==> config.mk <==
export PLATFORM = sky130hd
export DESIGN_NAME = sink_table_agent_flat
export DESIGN_NICKNAME = d
export VERILOG_FILES = /design/src/rtl/sink_table_agent_if.sv /design/src/rtl/sink_table_agent.sv /design/src/flat_wrapper.sv
export SDC_FILE = /design/constraint.sdc
export NUM_CORES = 1
export LEC_CHECK = 0
export ABC_CLOCK_PERIOD_IN_PS = 2000
export CAP_MARGIN = 30
export CORE_MARGIN = 1.5
export CORE_UTILIZATION = 30
export DETAILED_ROUTE_END_ITERATION = 12
export GPL_TIMING_DRIVEN = 0
export SLEW_MARGIN = 20
export SYNTH_ARGS = -nofsm -noshare
export SYNTH_HDL_FRONTEND = slang
export SYNTH_SLANG_ARGS = --single-unit
==> constraint.sdc <==
create_clock -name clock -period 2 [get_ports clock]
set_clock_uncertainty 0.15 [all_clocks]
set_input_delay 0.2 -clock clock [delete_from_list [all_inputs] [get_ports clock]]
set_output_delay 0.2 -clock clock [all_outputs]
set_load 0.005 [all_outputs]
==> src/rtl/sink_table_agent_if.sv <==
// Bundle between the sink table agent, its requester and the shared data memory port.
//   req_*  : request handshake (requester -> agent, req_ready back)
//   resp_* : one-cycle response strobe plus held result flags (agent -> requester)
//   mem_*  : 16-bit big-endian word port; mem_rdata is combinational from mem_address
// The slave modport is the agent's view. The master modport is the combined
// requester + memory view that drives requests and returns read data.
interface sink_table_agent_if;
  logic        req_valid;
  logic        req_ready;
  logic [15:0] req_id;
  logic        req_insert;
  logic        resp_valid;
  logic        resp_found;
  logic        resp_inserted;
  logic        resp_full;
  logic [4:0]  resp_index;
  logic [10:0] mem_address;
  logic        mem_wr_en;
  logic [15:0] mem_wdata;
  logic [15:0] mem_rdata;

  modport master (
    output req_valid, req_id, req_insert, mem_rdata,
    input  req_ready, resp_valid, resp_found, resp_inserted, resp_full, resp_index,
    input  mem_address, mem_wr_en, mem_wdata
  );

  modport slave (
    input  req_valid, req_id, req_insert, mem_rdata,
    output req_ready, resp_valid, resp_found, resp_inserted, resp_full, resp_index,
    output mem_address, mem_wr_en, mem_wdata
  );
endinterface

==> src/rtl/sink_table_agent.sv <==
// Sink table agent: looks up a sink ID in the knownSinks list held in data memory
// (word entries from SINK_BASE, length in the knownSinkCount word at COUNT_ADDR),
// reports whether and where it is present and optionally appends it.
// Ports:
//   clock : rising-edge clock
//   nrst  : asynchronous active-low reset
//   bus   : slave view of sink_table_agent_if (request, response and memory port)
module sink_table_agent (
  input logic               clock,
  input logic               nrst,
  sink_table_agent_if.slave bus
);

  localparam logic [10:0] SINK_BASE  = 11'h008;
  localparam logic [10:0] COUNT_ADDR = 11'h688;
  localparam logic [4:0]  MAX_SINKS  = 5'd16;

  typedef enum logic [2:0] {
    StIdle,
    StRdCnt,
    StScan,
    StWrEnt,
    StWrCnt,
    StDone
  } state_e;

  state_e      state_q, state_d;
  logic [15:0] id_q;
  logic        insert_q;
  logic [4:0]  idx_q;
  logic [4:0]  cnt_q;
  logic        found_q, inserted_q, full_q;
  logic [4:0]  index_q;

  logic        scan_end;
  logic        scan_hit;
  logic        can_insert;
  logic [4:0]  cnt_clamped;

  assign scan_end    = (idx_q == cnt_q);
  assign scan_hit    = !scan_end && (bus.mem_rdata == id_q);
  assign can_insert  = insert_q && (cnt_q < MAX_SINKS);
  // Oversized stored counts are clamped so the scan never leaves the table.
  assign cnt_clamped = (bus.mem_rdata > 16'(MAX_SINKS)) ? MAX_SINKS : bus.mem_rdata[4:0];

  // State register.
  always_ff @(posedge clock or negedge nrst) begin
    if (!nrst) begin
      state_q <= StIdle;
    end else begin
      state_q <= state_d;
    end
  end

  // Next-state logic.
  always_comb begin
    state_d = state_q;
    case (state_q)
      StIdle:  if (bus.req_valid) state_d = StRdCnt;
      StRdCnt: state_d = StScan;
      StScan: begin
        if (scan_end) begin
          state_d = can_insert ? StWrEnt : StDone;
        end else if (scan_hit) begin
          state_d = StDone;
        end
      end
      StWrEnt: state_d = StWrCnt;
      StWrCnt: state_d = StDone;
      StDone:  state_d = StIdle;
      default: state_d = StIdle;
    endcase
  end

  // Request context, scan pointer and held response flags.
  always_ff @(posedge clock or negedge nrst) begin
    if (!nrst) begin
      id_q       <= '0;
      insert_q   <= 1'b0;
      idx_q      <= '0;
      cnt_q      <= '0;
      found_q    <= 1'b0;
      inserted_q <= 1'b0;
      full_q     <= 1'b0;
      index_q    <= '0;
    end else begin
      case (state_q)
        StIdle: begin
          if (bus.req_valid) begin
            id_q     <= bus.req_id;
            insert_q <= bus.req_insert;
            idx_q    <= '0;
          end
        end
        StRdCnt: cnt_q <= cnt_clamped;
        StScan: begin
          if (scan_end) begin
            // Miss: respond now unless an append is still possible.
            if (!can_insert) begin
              found_q    <= 1'b0;
              inserted_q <= 1'b0;
              full_q     <= insert_q;
              index_q    <= '0;
            end
          end else if (scan_hit) begin
            found_q    <= 1'b1;
            inserted_q <= 1'b0;
            full_q     <= 1'b0;
            index_q    <= idx_q;
          end else begin
            idx_q <= idx_q + 5'd1;
          end
        end
        StWrCnt: begin
          found_q    <= 1'b0;
          inserted_q <= 1'b1;
          full_q     <= 1'b0;
          index_q    <= cnt_q;
        end
        default: ;
      endcase
    end
  end

  // Outputs: memory port is idle (all zero) except while an access is in flight.
  always_comb begin
    bus.mem_address = '0;
    bus.mem_wr_en   = 1'b0;
    bus.mem_wdata   = '0;
    case (state_q)
      StRdCnt: bus.mem_address = COUNT_ADDR;
      StScan: begin
        if (!scan_end) bus.mem_address = SINK_BASE + {5'd0, idx_q, 1'b0};
      end
      StWrEnt: begin
        bus.mem_address = SINK_BASE + {5'd0, cnt_q, 1'b0};
        bus.mem_wr_en   = 1'b1;
        bus.mem_wdata   = id_q;
      end
      StWrCnt: begin
        bus.mem_address = COUNT_ADDR;
        bus.mem_wr_en   = 1'b1;
        bus.mem_wdata   = {11'd0, cnt_q + 5'd1};
      end
      default: ;
    endcase
  end

  assign bus.req_ready     = (state_q == StIdle);
  assign bus.resp_valid    = (state_q == StDone);
  assign bus.resp_found    = found_q;
  assign bus.resp_inserted = inserted_q;
  assign bus.resp_full     = full_q;
  assign bus.resp_index    = index_q;

endmodule

==> src/flat_wrapper.sv <==
// flat-port wrapper written by rule: the top's interface ports become plain ports
module sink_table_agent_flat 
  (clock, nrst, bus_req_valid, bus_req_id, bus_req_insert, bus_mem_rdata, bus_req_ready, bus_resp_valid, bus_resp_found, bus_resp_inserted, bus_resp_full, bus_resp_index, bus_mem_address, bus_mem_wr_en, bus_mem_wdata);
  sink_table_agent_if bus_i ();
  input logic clock;
  input logic nrst;
  input wire logic [$bits(bus_i.req_valid)-1:0] bus_req_valid;
  input wire logic [$bits(bus_i.req_id)-1:0] bus_req_id;
  input wire logic [$bits(bus_i.req_insert)-1:0] bus_req_insert;
  input wire logic [$bits(bus_i.mem_rdata)-1:0] bus_mem_rdata;
  output wire logic [$bits(bus_i.req_ready)-1:0] bus_req_ready;
  output wire logic [$bits(bus_i.resp_valid)-1:0] bus_resp_valid;
  output wire logic [$bits(bus_i.resp_found)-1:0] bus_resp_found;
  output wire logic [$bits(bus_i.resp_inserted)-1:0] bus_resp_inserted;
  output wire logic [$bits(bus_i.resp_full)-1:0] bus_resp_full;
  output wire logic [$bits(bus_i.resp_index)-1:0] bus_resp_index;
  output wire logic [$bits(bus_i.mem_address)-1:0] bus_mem_address;
  output wire logic [$bits(bus_i.mem_wr_en)-1:0] bus_mem_wr_en;
  output wire logic [$bits(bus_i.mem_wdata)-1:0] bus_mem_wdata;
  assign bus_i.req_valid = bus_req_valid;
  assign bus_i.req_id = bus_req_id;
  assign bus_i.req_insert = bus_req_insert;
  assign bus_i.mem_rdata = bus_mem_rdata;
  assign bus_req_ready = bus_i.req_ready;
  assign bus_resp_valid = bus_i.resp_valid;
  assign bus_resp_found = bus_i.resp_found;
  assign bus_resp_inserted = bus_i.resp_inserted;
  assign bus_resp_full = bus_i.resp_full;
  assign bus_resp_index = bus_i.resp_index;
  assign bus_mem_address = bus_i.mem_address;
  assign bus_mem_wr_en = bus_i.mem_wr_en;
  assign bus_mem_wdata = bus_i.mem_wdata;
  sink_table_agent u_core (.clock(clock), .nrst(nrst), .bus(bus_i));
endmodule
# [Word-level counts from Yosys, hierarchy flattened]
# Index checks and enable logic that the tools add are counted.
[classes] n_addsub=4 order_cmp=2 n_eq_ne=12 mux=28 reduce_logical=12
[op_table] op="$mux W5" count=7
[op_table] op="$pmux W11 S3" count=1
[op_table] op="$pmux W16 S2" count=1
[op_table] op="$pmux W5 S2" count=2
[op_table] op="$eq A16 B16 Y1" count=1
[op_table] op="$gt A16 B5 Y1 const B" count=1
[op_table] op="$pmux W3 S5" count=1
[op_table] op="$add A4 B6 Y7 const A" count=2
[op_table] op="$mux W3" count=4
[op_table] op="$mux W11" count=1
[op_table] op="$add A5 B1 Y5 const B" count=2
[op_table] op="$mux W1" count=8
[op_table] op="$eq A3 B2 Y1 const B" count=2
[op_table] op="$eq A3 B3 Y1 const B" count=2
[op_table] op="$ne A2 B2 Y1 const B" count=3
[op_table] op="$pmux W1 S2" count=3
[op_table] op="$eq A5 B5 Y1" count=1
[op_table] op="$lt A5 B5 Y1 const B" count=1
[op_table] op="$reduce_and A2 Y1" count=2
[op_table] op="$reduce_and A4 Y1" count=1
[op_table] op="$reduce_bool A2 Y1" count=2
[op_table] op="$reduce_or A2 Y1" count=2
[op_table] op="$eq A3 B1 Y1 const B" count=1
[op_table] op="$logic_not A3 Y1" count=1
[op_table] op="other kinds (5)" count=6
[word_totals] reg_bits=38 in_bits=36 out_inout_bits=38

# [Longest topological paths before layout]
# Gate-level depths: netlist of run 1.
[depth] depth_word=6 depth_mapped=6 mapped_depth_nobuf=5

# [Worst setup path before layout of run 1]
# Ideal clock, no wire load.
[synth_timing] path_kind="flip-flop to flip-flop" from="register u_core.idx_q[2]" to="register u_core.index_q[0] (netlist: u_core.bus.resp_index[0])" setup_time_ps=125 arrival_ps=1663 t_required_ps=1725 path_slack_ps=62 path_stages_with_launch=7 n_path_buf=1 period_less_slack_ps=1938 cell_sequence="dfrtp_1 buf_2 xnor2_4 nand4_4 o21a_4 a21oi_4 mux2_4"
[synth_via] elab_chain_len=5 word_cells_on_any_way=8 cone_classes="eq/ne: 3; mux: 2; reduce/logical: 3"
[synth_rtl] item="start: declaration" line="sink_table_agent.sv:30" rtl="logic [4:0] idx_q;"
[synth_rtl] item="start signal: assignment" line="sink_table_agent.sv:111" rtl="idx_q <= idx_q + 5'd1;"
[synth_rtl] item="$eq A5 B5 Y1 *" line="sink_table_agent.sv:40" rtl="assign scan_end = (idx_q == cnt_q);"
[synth_rtl] item="$logic_not A1 Y1" line="sink_table_agent.sv:41" rtl="assign scan_hit = !scan_end && (bus.mem_rdata == id_q);"
[synth_rtl] item="$logic_and A1 B1 Y1" line="sink_table_agent.sv:41"
[synth_rtl] item="$ne A3 B1 Y1 (no source line)"
[synth_rtl] item="$reduce_and A3 Y1 (no source line)"
[synth_rtl] item="end signal: assignment" line="sink_table_agent.sv:109" rtl="index_q <= idx_q;"
[synth_rtl] item="end signal: assignment" line="sink_table_agent.sv:118" rtl="index_q <= cnt_q;"
[synth_rtl] item="end: declaration" line="sink_table_agent.sv:33" rtl="logic [4:0] index_q;"
# Every way passes the cells marked *; elsewhere a longest branch is shown, timed or not.
# A chain may end at the register's enable or synchronous reset.

# [Worst setup path after layout of run 1]
[layout_timing] from="register u_core.idx_q[2]" to="register u_core.index_q[1] (netlist: u_core.bus.resp_index[1])"
# The elaborated chain is that of the path after synthesis.

==> results by group, run 1 <==
Routing
  – Post-Route WL: between 8000 and 9000 um
  – Avg WL per Cell: between 15 and 20 um
  – Met3 wire len: approximately 570 um
  – Metal2 WL: a little under 4000 um
  – Number of routed nets with antenna violations: 0
  – M1 WL: approximately 3300 um
  – Drt first pass iters: 5
  – DRC Markers: 0
  – Via count: roughly 2,400
  – Iter 0 DRT Violations: 145
  – Vias per cell: about 4.9
  – Top Layer Used: met4

Layout
  – Layout Area Growth over Synthesis: 61.7%
  – Fin area: between 3000 and 4000 um^2
  – Antenna diode count: 0
  – Final Net Count: around 430
  – Layout cell share with drive strength beyond 1: between 30% and 40%
  – Layout fillers: 736

Synthesis
  – Yosys top cell area share: 39.3%
  – Dominant synthesized flop cell: dfrtp_1
  – Mapped cell area: approximately 2400 um^2
  – Commonest cells in the netlist: 64 x nand2_1, 38 x dfrtp_1, 19 x xor2_1
  – Largest area contributor in the netlist: dfrtp_1
  – Count leader, synth: nand2_1
  – Post-synth EDFFs: 0
  – Seq/Total Area, Yosys: about two fifths
  – Post-Synthesis Cells: 263
  – Async set-reset flop share out of synthesis: 100%
  – Synth Register Bits: 38
  – Unique masters post-synth: 46
  – Yosys warnings: 0
  – Synth top area cells: dfrtp_1 39%, nand2_1 9.9%, xor2_1 6.9%, and2_1 3.1%, mux2_4 3.1%
  – Post-synthesis area per instance: slightly above 9 um^2

Setup path
  – Reg-to-reg endpoint: u_core.bus.resp_index[1]$_DFFE_PN0P_
  – Register-to-Register Path Depth: 9
  – Worst Setup End Kind: flop
  – Worst setup path class: reg -> reg
  – CP startpoint: u_core.idx_q[2]$_DFFE_PN0P_
  – Startpoint Class: flop
  – Slowest CP cell: dfrtp_1
  – Critical Path RT: around 2 ns
  – Worst setup endpoint: u_core.bus.resp_index[1]$_DFFE_PN0P_
  – R2R setup slack: -0.18 ns
  – Reg2reg start: u_core.idx_q[2]$_DFFE_PN0P_
  – CP max FO: 4
  – Cell with the most instances on the worst path: buf_6
  – Crit-path cells: buf_6 > xnor2_4 > nand4_4 > o21a_4 > buf_6 > buf_6 > a21oi_4 > buf_12 > mux2_4
  – Worst EP arrival: 2.20 ns
  – Critical Path Max Stage Delay: 0.40 ns

GRT
  – Total GRT Usage: between 10% and 20%
  – Largest net degree at the start of global routing: 27
  – First-pass GRT wire length: 12,300 um
  – Initial antenna violation count: 0
  – Vias in the first global route: 2,432
  – Total gr overflow: 0

Status
  – Failing checks: setup timing
  – Status: finished with violations

STA
  – Final Hold Fails: 0
  – Final setup TNS: -1.63 ns
  – Slew Limit Fails: 0
  – Setup-failing EPs final: 21
  – Fmax: approximately 460 MHz
  – RSZ-0062 raised after global routing: yes
  – Crit share post-route: 109%
  – Final Critical Period: approximately 2.2 ns
  – Worst setup margin: -0.183 ns

Clocking
  – Num CTS Buffers: 5
  – Htree depth: 2
  – Clock tree sinks: 38
  – Max clock buf depth: 2
  – Reg clk slew, reported paths: 0.08 ns
  – Worst-skew pair later-pin latency: approximately 0.3 ns
  – Root Driver: clkbuf_8
  – CTS tree: done

Pwr
  – Reg power frac: 28.0%
  – Comb pwr share: between 60% and 70%
  – Maximum vdd drop: 0.381 mV
  – P_sw: between 0.0015 and 0.002 W
  – Power Total: 0.00482 W
  – Pint: about 0.0028 W
  – Sw frac: 41.0%
  – Pwr per Cell Area: approximately 1200 nW/um^2
  – Leak Pwr: 1.85 nW
  – Clock Power Share: a little over a tenth

Floorplanning
  – Chip width: 92.8 um
  – Die area: 8620 um^2
  – Core box area: roughly 8000 um^2
  – Height of the chip: ~93 um
  – Starting Density: 31.2%
  – FP Rows: 32
  – IO Count: between 70 and 80

Placed design
  – Port Buffer Count: 71
  – Placed cell area: between 3000 and 4000 um^2
  – DP Worst Slack: -0.482 ns
  – DP HPWL: 4960 um
  – Gpl congestion: 0.842

Flow run
  – Max Cap Viol: 0

Hold path
  – Type of the tightest min-delay check: in -> async
==> power groups by stage <==
stage	logic (W)	registers (W)	clock network (W)
finish	0.00296	0.00135	0.000514
global placement	0.00200	0.00134	0
CTS	0.00256	0.00134	0.000523
detailed placement	0.00203	0.00135	0
floorplan	0.00127	0.00128	0
global route	0.00318	0.00138	0.000559
==> critical path, delay by kind of cell, from the launching register on <==
| kind | cells | cell delay, ns |
|---|---|---|
| multiplexers | 1 | 0.29 |
| AND/OR/NAND/NOR | 1 | 0.13 |
| buffers and inverters | 4 | 0.51 |
| flip-flops | 1 | 0.40 |
| XOR/XNOR | 1 | 0.16 |
| AO/OA/AOI/OAI | 2 | 0.42 |
==> layout by cell type (no fill, tap or decap), types with 4 or more instances in the layout <==
| cell type | instances |
|---|---|
| and2_4 | 5 |
| o21ai_0 | 4 |
| nand2b_4 | 4 |
| buf_2 | 8 |
| clkdlybuf4s50_1 | 42 |
| nand2_1 | 61 |
| ha_1 | 4 |
| nor3_1 | 7 |
| buf_6 | 15 |
| a22o_1 | 8 |
| clkbuf_2 | 16 |
| mux2i_1 | 5 |
| buf_4 | 37 |
| and2_1 | 8 |
| o21ai_2 | 5 |
| inv_1 | 5 |
| nor2_4 | 4 |
| xor2_1 | 18 |
| dfrtp_2 | 10 |
| mux2_4 | 5 |
| dfrtp_1 | 28 |
| nand3_1 | 7 |
| a21oi_1 | 4 |
| nor2_1 | 11 |
| clkbuf_8 | 5 |
==> worst min-delay path by stage <==
stage	start	end	slack, ns	depth (start not counted)
final	nrst	u_core.id_q[2]$_DFFE_PN0P_	0.20	2
after global routing	nrst	u_core.id_q[4]$_DFFE_PN0P_	0.22	2
after detailed placement	nrst	u_core.id_q[2]$_DFFE_PN0P_	-0.03	1
after CTS	nrst	u_core.id_q[2]$_DFFE_PN0P_	0.20	2
after global placement	u_core.id_q[11]$_DFFE_PN0P_	u_core.id_q[11]$_DFFE_PN0P_	0.35	2
after floorplan	nrst	u_core.bus.resp_found$_DFFE_PN0P_	-0.25	0
==> cell families (layout without fill, tap and decap cells) <==
kind of cell	count (synthesis)	in the layout	synth area share, %
mux	10	10	5.17
fa+ha+maj	4	4	2.07
other cells	1	2	0.155
compound gates	35	35	10.9
simple gates	127	127	26.8
flops	38	38	39.3
buf+inv	22	147	4.60
xor+xnor	26	26	11.1
==> repair_timing <==
action | 4_1_cts | 5_1_grt
gates cloned | 0 | 1
pin swaps | 9 | 5
buffers inserted | 34 | 13
endpoints found under the hold margin | 38 | 0
hold buffers | 1 | 0
resized for setup | 95 | 66
endpoints found under the setup margin | 33 | 37
==> flip-flops by register name, indices dropped and copies added (netlist names) <==
signal / count
u_core.id_q: 16
u_core.bus.resp_index: 5
u_core.cnt_q: 5
u_core.idx_q: 5
u_core.state_q: 3
u_core.bus.resp_found: 1
u_core.bus.resp_full: 1
u_core.bus.resp_inserted: 1
u_core.insert_q: 1
==> metal layers <==
| layer | up-vias | GRT usage, % |
|---|---|---|
| li1 | 1130 | - |
| met1 | 1139 | 22.7 |
| met2 | 124 | 30.5 |
| met3 | 32 | 4.84 |
| met4 | 0 | 10.2 |
| met5 | - | 0 |
==> cell type report <==
| cell class | count | area [um^2] | share of cell area, % |
|---|---|---|---|
| multi-input combinational | 204 | 1520 | 38.8 |
| timing repair buffer | 121 | 1080 | 27.5 |
| sequential | 38 | 963 | 24.6 |
| buffer | 13 | 128 | 3.26 |
| tap | 102 | 128 | 3.26 |
| clock buffer | 5 | 68.8 | 1.76 |
| inverter | 6 | 22.5 | 0.575 |
| clock inverter | 2 | 10.0 | 0.256 |
==> through the flow <==
| step | utilization (%) | instances | hold WS, ns |
|---|---|---|---|
| after floorplan | - | 264 | -0.246 |
| after global placement | 42.0 | 437 | 0.349 |
| after detailed placement | 42.2 | 438 | -0.0333 |
| after CTS | 48.5 | 478 | 0.203 |
| after global routing | 50.4 | 491 | 0.216 |
| final | 50.4 | 491 | 0.199 |
(Power assumes the default switching activity.)
==> run 2: changes to the inputs <==
--- a/config.mk
+++ b/config.mk
@@ -10,6 +10,7 @@
 export CORE_MARGIN = 1.5
 export CORE_UTILIZATION = 30
 export DETAILED_ROUTE_END_ITERATION = 12
+export GPL_ROUTABILITY_DRIVEN = 0
 export GPL_TIMING_DRIVEN = 0
 export SLEW_MARGIN = 20
 export SYNTH_ARGS = -nofsm -noshare
==> results of run 2 <==
Same layout as run 1: the final DEF is identical, and so are final timing and power.
==> run 3: changes to the inputs <==
--- a/config.mk
+++ b/config.mk
@@ -7,11 +7,11 @@
 export LEC_CHECK = 0
 export ABC_CLOCK_PERIOD_IN_PS = 2000
 export CAP_MARGIN = 30
-export CORE_MARGIN = 1.5
+export CORE_MARGIN = 3
 export CORE_UTILIZATION = 30
+export CTS_BUF_LIST = sky130_fd_sc_hd__clkbuf_4
 export DETAILED_ROUTE_END_ITERATION = 12
 export GPL_ROUTABILITY_DRIVEN = 0
-export GPL_TIMING_DRIVEN = 0
 export SLEW_MARGIN = 20
 export SYNTH_ARGS = -nofsm -noshare
 export SYNTH_HDL_FRONTEND = slang
==> results by group, run 3 (same netlist as run 1, synthesis figures left out) <==
Status
  – Status: finished with violations
  – Failing checks: setup timing

Floorplanning
  – Starting Density: between 30% and 40%
  – Die area: 9180 um^2
  – FP Rows: 32
  – IO Count: 74
  – Height of the chip: around 96 um
  – Core box area: about 8000 um^2
  – Chip width: 95.8 um

STA
  – Final Hold Fails: 0
  – Worst setup margin: -0.187 ns
  – Final setup TNS: -3.03 ns
  – Slew Limit Fails: 0
  – Final Critical Period: 2.19 ns
  – Crit share post-route: 109%
  – Setup-failing EPs final: 28
  – RSZ-0062 raised after global routing: yes
  – Fmax: around 460 MHz

GRT
  – Total gr overflow: 0
  – Vias in the first global route: roughly 2,500
  – GR Util met2: around 30%
  – Initial antenna violation count: 0
  – GRT Max-Usage Layer: met2
  – Met3 Resource Use GR: roughly 4.5%
  – Largest net degree at the start of global routing: 39
  – Total GRT Usage: between 10% and 20%
  – First-pass GRT wire length: about 12,000 um
  – M1 GR Usage: 22.1%

Clocking
  – Reg clk slew, reported paths: 0.14 ns
  – Num CTS Buffers: 5
  – Htree depth: 2
  – Worst-skew pair later-pin latency: 0.35 ns
  – Root Driver: clkbuf_4
  – Clock tree sinks: 38
  – Max clock buf depth: 2
  – CTS tree: done

Placed design
  – DP HPWL: around 5500 um
  – Placed cell area: 3630 um^2
  – Port Buffer Count: between 70 and 80

Routing
  – Iter 0 DRT Violations: 128
  – Avg WL per Cell: between 10 and 15 um
  – Via count: between 2,000 and 2,500
  – Drt first pass iters: 4
  – DRC Markers: 0
  – Post-Route WL: a little under 8000 um
  – Vias per cell: 4.61
  – Number of routed nets with antenna violations: 0

Layout
  – Layout Area Growth over Synthesis: 75.9%
  – Most frequent cells in the layout: 71 x buf_4, 60 x nand2_1, 42 x clkdlybuf4s50_1
  – Antenna diode count: 0
  – Commonest non-fill, non-tap cell in the layout: buf_4
  – Layout cell share with drive strength beyond 1: between 40% and 50%
  – Fin area: 4260 um^2
  – Area of the multi-input gates: roughly 1500 um^2
  – Largest Register: u_core.id_q
  – Final Net Count: 469
  – Reg area: 957 um^2
  – Layout fillers: about 700
  – Largest register FFs: 16

Setup path
  – CP max FO: 6
  – R2R setup slack: -0.19 ns
  – Worst setup path class: reg -> reg
  – Worst EP arrival: around 2.3 ns
  – Worst Setup End Kind: flop
  – Startpoint Class: flop
  – Critical Path RT: roughly 2.1 ns

Pwr
  – Leak Pwr: 2.06 nW
  – Pwr per Cell Area: between 1000 and 1500 nW/um^2
  – Maximum vdd drop: approximately 0.48 mV

Hold path
  – Type of the tightest min-delay check: in -> reg

Flow run
  – Max Cap Viol: 0
-- run 3: layout make-up --
type,instances,share of cell area [%]
Timing Repair Buffer,174,36.4
Multi-Input combinational cell,204,35.8
Sequential cell,38,22.5
Tap cell,102,3.00
Clock inverter,3,0.940
Clock buffer,5,0.881
Inverter,6,0.529
-- run 3: final timing paths --
check,from,to,depth (start not counted)
max in group asynchronous,nrst,u_core.idx_q[2]$_DFFE_PN0P_,3
min reg2reg,u_core.bus.resp_found$_DFFE_PN0P_,u_core.bus.resp_found$_DFFE_PN0P_,2
max reg2reg,u_core.cnt_q[2]$_DFFE_PN0N_,u_core.bus.resp_index[3]$_DFFE_PN0P_,9
max,u_core.cnt_q[2]$_DFFE_PN0N_,u_core.bus.resp_index[3]$_DFFE_PN0P_,9
min,bus_req_id[9],u_core.id_q[9]$_DFFE_PN0P_,3
min in group asynchronous,nrst,u_core.idx_q[3]$_DFFE_PN0P_,3
-- run 3: per-stage QoR --
stage	hold slack (ns)	instances	utilization [%]	power, W	worst slack, ns
3_3_place_gp	0.140	483	46.8	0.00374	-0.315
2_1_floorplan	-0.246	264	-	0.00254	0.0620
6_report	0.223	532	54.8	0.00507	-0.187
3_5_place_dp	0.146	483	46.8	0.00379	-0.374
4_1_cts	0.208	521	51.5	0.00466	-0.208
5_1_grt	0.206	532	54.8	0.00544	-0.267
-- run 3: power by group --
| group | leakage, nW | total (W) | switching, W | internal, W |
|---|---|---|---|---|
| Sequential | 0.483 | 0.00128 | 0.000235 | 0.00105 |
| Combinational | 1.53 | 0.00326 | 0.00145 | 0.00180 |
| Clock | 0.0450 | 0.000528 | 0.000269 | 0.000259 |
| Total | 2.06 | 0.00507 | 0.00196 | 0.00311 |
-- run 3: per-layer routing --
layer	share of wire, %	wire length, um
met1	42	3290
met2	49	3840
met3	8.0	625
met5	0	0
met4	0.65	51
-- run 3: worst max-delay path: stages (launching register included) --
cell and delay (ns):
dfrtp_2 0.46, xnor2_4 0.20, nand4_4 0.14, o21a_4 0.24
buf_6 0.11, buf_4 0.12, buf_6 0.11, a21oi_4 0.14
buf_12 0.14, mux2_4 0.29
-- run 3: what timing repair did --
item                                    CTS  global route
hold buffers                              1             0
setup buffers                            28            11
pin swaps                                13            21
gates resized for setup                 117            77
endpoints found under the setup margin   33            35
hold endpoints to repair                 38             0
gates cloned                              1             0
